[src/rtl/load_store_unit_if.sv]
// Load/store unit bus bundle: datapath request/response and data-memory port.
//   req_*      : datapath request (valid, write, funct3, addr, store data)
//   stall/done : datapath hold and one-cycle completion pulse
//   fault      : completion with error (misaligned, illegal funct3, timeout)
//   rdata      : extended load result
//   mem_*      : word-aligned request/ready data-memory port
// modport slave  : the load/store unit itself
// modport master : the environment (datapath plus memory)
interface load_store_unit_if #(
    parameter int unsigned WIDTH = 32
);
    logic             req_valid;
    logic             req_write;
    logic [2:0]       req_funct3;
    logic [WIDTH-1:0] req_addr;
    logic [WIDTH-1:0] req_wdata;
    logic             stall;
    logic             done;
    logic             fault;
    logic [WIDTH-1:0] rdata;
    logic             mem_req;
    logic             mem_we;
    logic [WIDTH-1:0] mem_addr;
    logic [3:0]       mem_be;
    logic [WIDTH-1:0] mem_wdata;
    logic             mem_ready;
    logic [WIDTH-1:0] mem_rdata;

    modport slave (
        input  req_valid, req_write, req_funct3, req_addr, req_wdata,
        input  mem_ready, mem_rdata,
        output stall, done, fault, rdata,
        output mem_req, mem_we, mem_addr, mem_be, mem_wdata
    );

    modport master (
        output req_valid, req_write, req_funct3, req_addr, req_wdata,
        output mem_ready, mem_rdata,
        input  stall, done, fault, rdata,
        input  mem_req, mem_we, mem_addr, mem_be, mem_wdata
    );
endinterface

[src/rtl/load_store_unit.sv]
// Multi-cycle load/store unit between the core datapath and a
// variable-latency data memory. One access per request; the datapath is
// stalled until a one-cycle done pulse. Misaligned or illegal requests
// complete with fault and no memory access; a memory that does not answer
// within TIMEOUT cycles is abandoned with fault.
// Ports:
//   clk     : clock, all state on rising edge
//   reset_n : asynchronous active-low reset
//   bus     : load_store_unit_if slave (request, response, memory port)
module load_store_unit #(
    parameter int unsigned WIDTH   = 32,
    parameter int unsigned TIMEOUT = 16
) (
    input logic              clk,
    input logic              reset_n,
    load_store_unit_if.slave bus
);

    localparam int unsigned CNT_W = $clog2(TIMEOUT + 1);

    typedef enum logic [1:0] {
        S_IDLE = 2'd0,
        S_WAIT = 2'd1,
        S_DONE = 2'd2
    } state_e;

    state_e           state_q, state_d;
    logic [CNT_W-1:0] cnt_q, cnt_d;
    logic             mem_req_q, mem_req_d;
    logic             mem_we_q, mem_we_d;
    logic [WIDTH-1:0] mem_addr_q, mem_addr_d;
    logic [3:0]       mem_be_q, mem_be_d;
    logic [WIDTH-1:0] mem_wdata_q, mem_wdata_d;
    logic [1:0]       lane_q, lane_d;
    logic [2:0]       funct3_q, funct3_d;
    logic             done_q, done_d;
    logic             fault_q, fault_d;
    logic [WIDTH-1:0] rdata_q, rdata_d;

    logic             illegal_c;
    logic             misalign_c;
    logic [3:0]       st_be_c;
    logic [WIDTH-1:0] st_wdata_c;
    logic [WIDTH-1:0] ld_shift_c;
    logic [7:0]       ld_byte_c;
    logic [15:0]      ld_half_c;
    logic [WIDTH-1:0] ld_data_c;

    // Request decode: legality, alignment and store lane placement.
    always_comb begin
        illegal_c  = 1'b0;
        misalign_c = 1'b0;
        st_be_c    = 4'b0000;
        st_wdata_c = '0;
        if (bus.req_write) begin
            illegal_c = (bus.req_funct3 >= 3'd3);
        end else begin
            illegal_c = (bus.req_funct3 == 3'b011) || (bus.req_funct3[2:1] == 2'b11);
        end
        unique case (bus.req_funct3[1:0])
            2'b01:   misalign_c = bus.req_addr[0];
            2'b10:   misalign_c = (bus.req_addr[1:0] != 2'b00);
            default: misalign_c = 1'b0;
        endcase
        unique case (bus.req_funct3[1:0])
            2'b00: begin
                st_be_c    = 4'b0001 << bus.req_addr[1:0];
                st_wdata_c = {4{bus.req_wdata[7:0]}};
            end
            2'b01: begin
                st_be_c    = bus.req_addr[1] ? 4'b1100 : 4'b0011;
                st_wdata_c = {2{bus.req_wdata[15:0]}};
            end
            default: begin
                st_be_c    = 4'b1111;
                st_wdata_c = bus.req_wdata;
            end
        endcase
    end

    // Load extraction from the returned word using the latched lane/funct3.
    always_comb begin
        ld_shift_c = bus.mem_rdata >> {lane_q, 3'b000};
        ld_byte_c  = ld_shift_c[7:0];
        ld_half_c  = lane_q[1] ? bus.mem_rdata[31:16] : bus.mem_rdata[15:0];
        unique case (funct3_q)
            3'b000:  ld_data_c = {{(WIDTH-8){ld_byte_c[7]}}, ld_byte_c};
            3'b001:  ld_data_c = {{(WIDTH-16){ld_half_c[15]}}, ld_half_c};
            3'b100:  ld_data_c = {{(WIDTH-8){1'b0}}, ld_byte_c};
            3'b101:  ld_data_c = {{(WIDTH-16){1'b0}}, ld_half_c};
            default: ld_data_c = bus.mem_rdata;
        endcase
    end

    // Next-state and registered-output logic.
    always_comb begin
        state_d     = state_q;
        cnt_d       = cnt_q;
        mem_req_d   = mem_req_q;
        mem_we_d    = mem_we_q;
        mem_addr_d  = mem_addr_q;
        mem_be_d    = mem_be_q;
        mem_wdata_d = mem_wdata_q;
        lane_d      = lane_q;
        funct3_d    = funct3_q;
        done_d      = 1'b0;
        fault_d     = fault_q;
        rdata_d     = rdata_q;

        unique case (state_q)
            S_IDLE: begin
                fault_d = 1'b0;
                if (bus.req_valid) begin
                    if (illegal_c || misalign_c) begin
                        fault_d = 1'b1;
                        done_d  = 1'b1;
                        state_d = S_DONE;
                    end else begin
                        mem_req_d   = 1'b1;
                        mem_we_d    = bus.req_write;
                        mem_addr_d  = {bus.req_addr[WIDTH-1:2], 2'b00};
                        mem_be_d    = bus.req_write ? st_be_c : 4'b0000;
                        mem_wdata_d = bus.req_write ? st_wdata_c : '0;
                        lane_d      = bus.req_addr[1:0];
                        funct3_d    = bus.req_funct3;
                        cnt_d       = '0;
                        state_d     = S_WAIT;
                    end
                end
            end
            S_WAIT: begin
                if (bus.mem_ready) begin
                    mem_req_d = 1'b0;
                    if (!mem_we_q) begin
                        rdata_d = ld_data_c;
                    end
                    done_d  = 1'b1;
                    state_d = S_DONE;
                end else if (cnt_q == CNT_W'(TIMEOUT - 1)) begin
                    // Last allowed WAIT cycle passed without a response.
                    mem_req_d = 1'b0;
                    fault_d   = 1'b1;
                    done_d    = 1'b1;
                    state_d   = S_DONE;
                end else begin
                    cnt_d = cnt_q + CNT_W'(1);
                end
            end
            S_DONE: begin
                fault_d = 1'b0;
                state_d = S_IDLE;
            end
            default: begin
                state_d = S_IDLE;
            end
        endcase
    end

    // State and output registers.
    always_ff @(posedge clk or negedge reset_n) begin
        if (!reset_n) begin
            state_q     <= S_IDLE;
            cnt_q       <= '0;
            mem_req_q   <= 1'b0;
            mem_we_q    <= 1'b0;
            mem_addr_q  <= '0;
            mem_be_q    <= 4'b0000;
            mem_wdata_q <= '0;
            lane_q      <= 2'b00;
            funct3_q    <= 3'b000;
            done_q      <= 1'b0;
            fault_q     <= 1'b0;
            rdata_q     <= '0;
        end else begin
            state_q     <= state_d;
            cnt_q       <= cnt_d;
            mem_req_q   <= mem_req_d;
            mem_we_q    <= mem_we_d;
            mem_addr_q  <= mem_addr_d;
            mem_be_q    <= mem_be_d;
            mem_wdata_q <= mem_wdata_d;
            lane_q      <= lane_d;
            funct3_q    <= funct3_d;
            done_q      <= done_d;
            fault_q     <= fault_d;
            rdata_q     <= rdata_d;
        end
    end

    // Stall is combinational so the datapath holds in the accepting cycle.
    assign bus.stall     = bus.req_valid && (state_q != S_DONE);
    assign bus.done      = done_q;
    assign bus.fault     = fault_q;
    assign bus.rdata     = rdata_q;
    assign bus.mem_req   = mem_req_q;
    assign bus.mem_we    = mem_we_q;
    assign bus.mem_addr  = mem_addr_q;
    assign bus.mem_be    = mem_be_q;
    assign bus.mem_wdata = mem_wdata_q;

endmodule

[src/flat_wrapper.sv]
// flat-port wrapper written by rule: the top's interface ports become plain ports
module load_store_unit_flat 
#(
    parameter int unsigned WIDTH   = 32,
    parameter int unsigned TIMEOUT = 16
)
  (clk, reset_n, bus_req_valid, bus_req_write, bus_req_funct3, bus_req_addr, bus_req_wdata, bus_mem_ready, bus_mem_rdata, bus_stall, bus_done, bus_fault, bus_rdata, bus_mem_req, bus_mem_we, bus_mem_addr, bus_mem_be, bus_mem_wdata);
  load_store_unit_if #(.WIDTH(WIDTH)) bus_i ();
  input logic clk;
  input logic reset_n;
  input wire logic [$bits(bus_i.req_valid)-1:0] bus_req_valid;
  input wire logic [$bits(bus_i.req_write)-1:0] bus_req_write;
  input wire logic [$bits(bus_i.req_funct3)-1:0] bus_req_funct3;
  input wire logic [$bits(bus_i.req_addr)-1:0] bus_req_addr;
  input wire logic [$bits(bus_i.req_wdata)-1:0] bus_req_wdata;
  input wire logic [$bits(bus_i.mem_ready)-1:0] bus_mem_ready;
  input wire logic [$bits(bus_i.mem_rdata)-1:0] bus_mem_rdata;
  output wire logic [$bits(bus_i.stall)-1:0] bus_stall;
  output wire logic [$bits(bus_i.done)-1:0] bus_done;
  output wire logic [$bits(bus_i.fault)-1:0] bus_fault;
  output wire logic [$bits(bus_i.rdata)-1:0] bus_rdata;
  output wire logic [$bits(bus_i.mem_req)-1:0] bus_mem_req;
  output wire logic [$bits(bus_i.mem_we)-1:0] bus_mem_we;
  output wire logic [$bits(bus_i.mem_addr)-1:0] bus_mem_addr;
  output wire logic [$bits(bus_i.mem_be)-1:0] bus_mem_be;
  output wire logic [$bits(bus_i.mem_wdata)-1:0] bus_mem_wdata;
  assign bus_i.req_valid = bus_req_valid;
  assign bus_i.req_write = bus_req_write;
  assign bus_i.req_funct3 = bus_req_funct3;
  assign bus_i.req_addr = bus_req_addr;
  assign bus_i.req_wdata = bus_req_wdata;
  assign bus_i.mem_ready = bus_mem_ready;
  assign bus_i.mem_rdata = bus_mem_rdata;
  assign bus_stall = bus_i.stall;
  assign bus_done = bus_i.done;
  assign bus_fault = bus_i.fault;
  assign bus_rdata = bus_i.rdata;
  assign bus_mem_req = bus_i.mem_req;
  assign bus_mem_we = bus_i.mem_we;
  assign bus_mem_addr = bus_i.mem_addr;
  assign bus_mem_be = bus_i.mem_be;
  assign bus_mem_wdata = bus_i.mem_wdata;
  load_store_unit #(.WIDTH(WIDTH), .TIMEOUT(TIMEOUT)) u_core (.clk(clk), .reset_n(reset_n), .bus(bus_i));
endmodule
[config.mk]
export PLATFORM = sky130hd
export DESIGN_NAME = load_store_unit_flat
export DESIGN_NICKNAME = d
export VERILOG_FILES = /design/src/rtl/load_store_unit_if.sv /design/src/rtl/load_store_unit.sv /design/src/flat_wrapper.sv
export SDC_FILE = /design/constraint.sdc
export NUM_CORES = 1
export LEC_CHECK = 0
export BUFFER_PORTS_ARGS = -buffer_cell sky130_fd_sc_hd__buf_2
export CAP_MARGIN = 20
export CORE_MARGIN = 8
export CORE_UTILIZATION = 48
export DETAILED_ROUTE_END_ITERATION = 10
export GPL_TIMING_DRIVEN = 0
export PLACE_DENSITY = 0.79
export SYNTH_ARGS = -nofsm -noshare
export SYNTH_HDL_FRONTEND = slang
export SYNTH_SLANG_ARGS = --single-unit
[constraint.sdc]
create_clock -name clk -period 3.9 [get_ports clk]
set_input_delay 0.39 -clock clk [delete_from_list [all_inputs] [get_ports clk]]
set_output_delay 0.39 -clock clk [all_outputs]
set_load 0.02 [all_outputs]
== Word level (Yosys, flattened, before mapping) ==
Index checks and enable logic that the tools add are counted.

* Word-level logic and storage cells: 82
* Flip-flop bits (word level): 114

* Add/sub/neg operators: 1
* Equal/unequal tests: 17
* Order comparisons: 1
* Shifts and indexed selects: 2
* Multiplexer cells: 32
* Bitwise logic cells: 2
* Reduce and logical (&&, ||, !) cells: 15

{| class="wikitable"
|+ Operators by type and width
! kind !! count
|-
| $pmux W32 S4 || 1
|-
| $pmux W32 S2 || 1
|-
| $mux W32 || 1
|-
| $shr A32 B5 Y8 || 1
|-
| $mux W5 || 4
|-
| $mux W16 || 1
|-
| $mux W1 || 11
|-
| $ne A2 B2 Y1 const B || 5
|-
| $pmux W5 S2 || 1
|-
| $reduce_and A3 Y1 || 3
|-
| $mux W2 || 4
|-
| $mux W4 || 2
|-
| $pmux W4 S2 || 1
|-
| $eq A2 B2 Y1 const B || 3
|-
| $eq A3 B3 Y1 const B || 2
|-
| $pmux W1 S2 || 3
|-
| $add A5 B1 Y5 const B || 1
|-
| $eq A5 B4 Y1 const B || 1
|-
| $reduce_and A5 Y1 || 1
|-
| $eq A2 B1 Y1 const B || 2
|-
| $logic_not A2 Y1 || 2
|-
| $pmux W2 S2 || 1
|-
| $reduce_and A4 Y1 || 1
|-
| $reduce_bool A2 Y1 || 2
|-
| 13 further kinds || 15
|}

== Longest topological paths before layout ==
* Word-level depth: 7
* Mapped depth: 10

== Worst setup path after synthesis ==
Ideal clock, no wire load.

* Path kind: register to register
* Start point: register u_core.cnt_q[0]
* End point: register u_core.cnt_q[3]
* Cell stages (with the launch flop): 8
* Buffers on the path: 0
* Arrival time: 1.992 ns
* Path slack: 1.839 ns
* Clock period less this slack: 2.061 ns
* Path through: dfrtp_1 > ha_1 > and3_1 > ha_1 > o21ai_0 > nand4_1 > or4b_1 > nand3_1

* Cells in the longest elaborated chain, start to end: 4

{| class="wikitable"
|+ RTL lines
! element !! RTL line !! RTL
|-
| from (decl) || load_store_unit.sv:28 || <nowiki>logic [CNT_W-1:0] cnt_q, cnt_d;</nowiki>
|-
| from (signal assigned) || load_store_unit.sv:176 || <nowiki>cnt_q <= cnt_d;</nowiki>
|-
| $add A5 B1 Y5 || load_store_unit.sv:146 || <nowiki>cnt_d = cnt_q + CNT_W'(1);</nowiki>
|-
| $mux W5 || load_store_unit.sv:139 || <nowiki>end else if (cnt_q == CNT_W'(TIMEOUT - 1)) begin</nowiki>
|-
| $mux W5 || load_store_unit.sv:132 || <nowiki>if (bus.mem_ready) begin</nowiki>
|-
| $pmux W5 S2 || load_store_unit.sv:110 || <nowiki>unique case (state_q)</nowiki>
|}

Parallel ways exist; a longest one is shown, timed or not. The select of a mux whose other input is x is not followed.
A chain may end at the register's enable or synchronous reset.

== Worst setup path in the final report ==
Ends and elaborated chain as after synthesis.

==> reports/qor.txt <==
Top FF cell, synth = dfrtp_1
Setup-failing EPs final = 0
Worst Path Required = 4.23 ns
PortBufs = 206
Post-Layout Cell Count = 940
synthesized area per cell = 9.63 sq um
Root Driver = clkbuf_16
H-tree Lvls = 4
DR vias = 5204
hold buffer count at cts = 0
nets = 901
Synth area leader = dfrtp_1
synth cell count leaders = nand2_1, dfrtp_1, o21ai_0, nor2_1, mux2_2
clock sink total = 114
Resized Gates After CTS = 0
Hold Crit Class = primary input to async pin
GPL Wtd Cong = 0.890
Switching Fraction = 39.7%
share of cells above drive strength 1 = 36.3%
Worst Setup Start Kind = flip-flop
First-pass DRT Iterations = 7
Post-DP HPWL = 13100 um
Iteration-0 DRC Markers = 445
sequential-to-total area share from yosys stat = 52.8%
yosys warns = 0
Area growth syn-to-layout = 34.7%
share of the synthesized area in the top cell type = 52.8%
CTS tree = done
power share of the combinational group = 41.7%
Clock Skew = 0.0111 ns
Routed Antenna Nets = 0
EDFF count, synth = 0
status = finished clean
DRC = 0
Die Width = 122 um
floorplan row count = 38
Clock power frac = 26.0%
Sequential Power Share = 32.3%
RSZ-0062 raised after global routing = no
Peak VDD IR = 0.485 mV
initial core utilization = 49.4%
leak pwr = 3.68 nW
TNS Setup = 0 ns
Internal = 3.85 mW
number of global-route vias before repair = 5385
total power draw = 6.37 mW
Clock Latency Late Sink = 0.41 ns
maxcap violations = 0
headroom to the max-slew limit = 49.2%
fmax = 416 MHz
power density over the cells = 876 nW/um^2
worst-margin pin slew = 0.762 ns
DP Area = 6640 sq um
detail-routed via count per cell = 5.54
most frequent cell after synthesis = nand2_1
initial antenna violation count = 0
critical path arrival = 2.74 ns
fin crit period = 2.40 ns
Antenna Cells = 0
Cell Area, Synth = 5400 sq um
max-slew violations = 0
CP Launch Point = u_core.cnt_q[0]
number of buffers created by CTS = 17
all-layer global routing usage = 22.6%
largest net degree at the start of global routing = 60
clock-pin slew on the worst setup and hold paths = 0.05 ns
drt wl/cell = 18.3 um
Syn Inst Count = 561
Area contributors post-synth = dfrtp_1, nand2_1, mux2_2, o21ai_0, nor2_1
CP endpoint kind = flip-flop
WS Path Type = flip-flop to flip-flop
switching power = 2.53 mW
IO Pins = 209
core footprint = 10900 sq um
Clock Path Buffers = 2
fin crit share = 61.6%
Post-CTS Setup Bufs = 0
die area = 14900 sq um
DP Cell Count = 909
routed wire length = 17200 um
Die H = 122 um
highest net fanout along the worst path = 6
Yosys cell types = 43
final instance area = 7280 sq um
first-pass GRT wire length = 26700 um
Post-synth ARST share = 100%
Hold Violations, Final = 0
register bit total from synthesis = 114
r2r startpoint = u_core.cnt_q[0]
gr ovfl total = 0
[state kept, by name (all words and copies together), names as in the netlist, 2 cells and up]
signal	cells
u_core.bus.mem_wdata	32
u_core.bus.rdata	32
u_core.bus.mem_addr	30
u_core.cnt_q	5
u_core.bus.mem_be	4
u_core.funct3_q	3
u_core.lane_q	2
u_core.state_q	2
[placed cells by master (no fill, tap or decap), types with 6 or more instances in the layout]
cell	netlist	layout
inv_1	11	11
clkbuf_16	0	17
o31ai_1	16	16
buf_2	5	210
a22o_1	8	8
mux2_2	35	35
mux2i_1	9	9
o22ai_1	13	13
clkbuf_1	25	26
o21ai_0	61	61
nand2_1	121	121
nor2b_1	10	10
a21oi_1	27	27
nor2_1	46	46
nand3_1	6	6
ha_1	9	9
dfrtp_1	114	114
[cell type report]
class	count	area, sq um
clock inverters	9	153
well taps	140	175
inverters	12	45.0
repair buffers	207	1060
clock buffers	22	484
flip-flops and latches	114	2850
fillers	898	3650
multi-input cells	400	2350
plain buffers	36	164
[worst paths after layout]
| kind | endpoint | slack, ns | cells after the start |
|---|---|---|---|
| min reg2reg | u_core.bus.rdata[13] | 0.48 | 2 |
| min | u_core.bus.rdata[5] | 0.05 | 1 |
| max | u_core.cnt_q[3] | 1.50 | 7 |
| min in group clk | u_core.bus.mem_addr[30] | 0.22 | 2 |
| max reg2reg | u_core.cnt_q[3] | 1.50 | 7 |
| max in group asynchronous | u_core.bus.mem_wdata[6] | 3.11 | 2 |
[per-layer routing]
layer / track usage, % / up-vias / wire length, um
met1: 25.9 / 2491 / 6570
li1: - / 2380 / -
met5: 0 / - / 0
met3: 9.67 / 37 / 2110
met4: 6.63 / 0 / 297
met2: 37.9 / 296 / 8240
[cell families (layout without fill, tap and decap cells)]
family	after synthesis	count (layout)	share of synthesized area [%]
buffers and inverters	48	286	3.87
DFF	114	114	52.8
other	1	2	0.0694
and+or+nand+nor	201	201	15.7
AOI/OAI and AO/OA	142	142	15.8
adders and majority gates	9	9	2.08
muxes	46	46	9.66
[power groups by stage]
stage	Sequential (mW)	Combinational, mW	Clock (mW)
finish	2.06	2.66	1.65
global route	2.13	2.88	1.73
CTS	2.06	2.67	1.67
detailed placement	2.07	2.65	0
global placement	2.04	2.57	0
floorplan	2.68	1.04	0
[worst max-delay path: stages, from the launching register on]
cell and delay, ns:
dfrtp_1 0.40, ha_1 0.22, and3_1 0.21, ha_1 0.23, o21ai_0 0.50, nand4_1 0.20, or4b_1 0.49, nand3_1 0.09
[through the flow]
stage | hold WS, ns | util, % | setup WS (ns)
finish | 0.0544 | 66.6 | 1.50
global route | 0.0988 | 66.6 | 1.39
CTS | 0.0777 | 66.6 | 1.50
detailed placement | 0.465 | 60.8 | 1.37
global placement | 0.457 | 60.5 | 1.17
floorplan | 0.0944 | - | 1.84
Note: power is estimated with default switching activity, not from simulation.
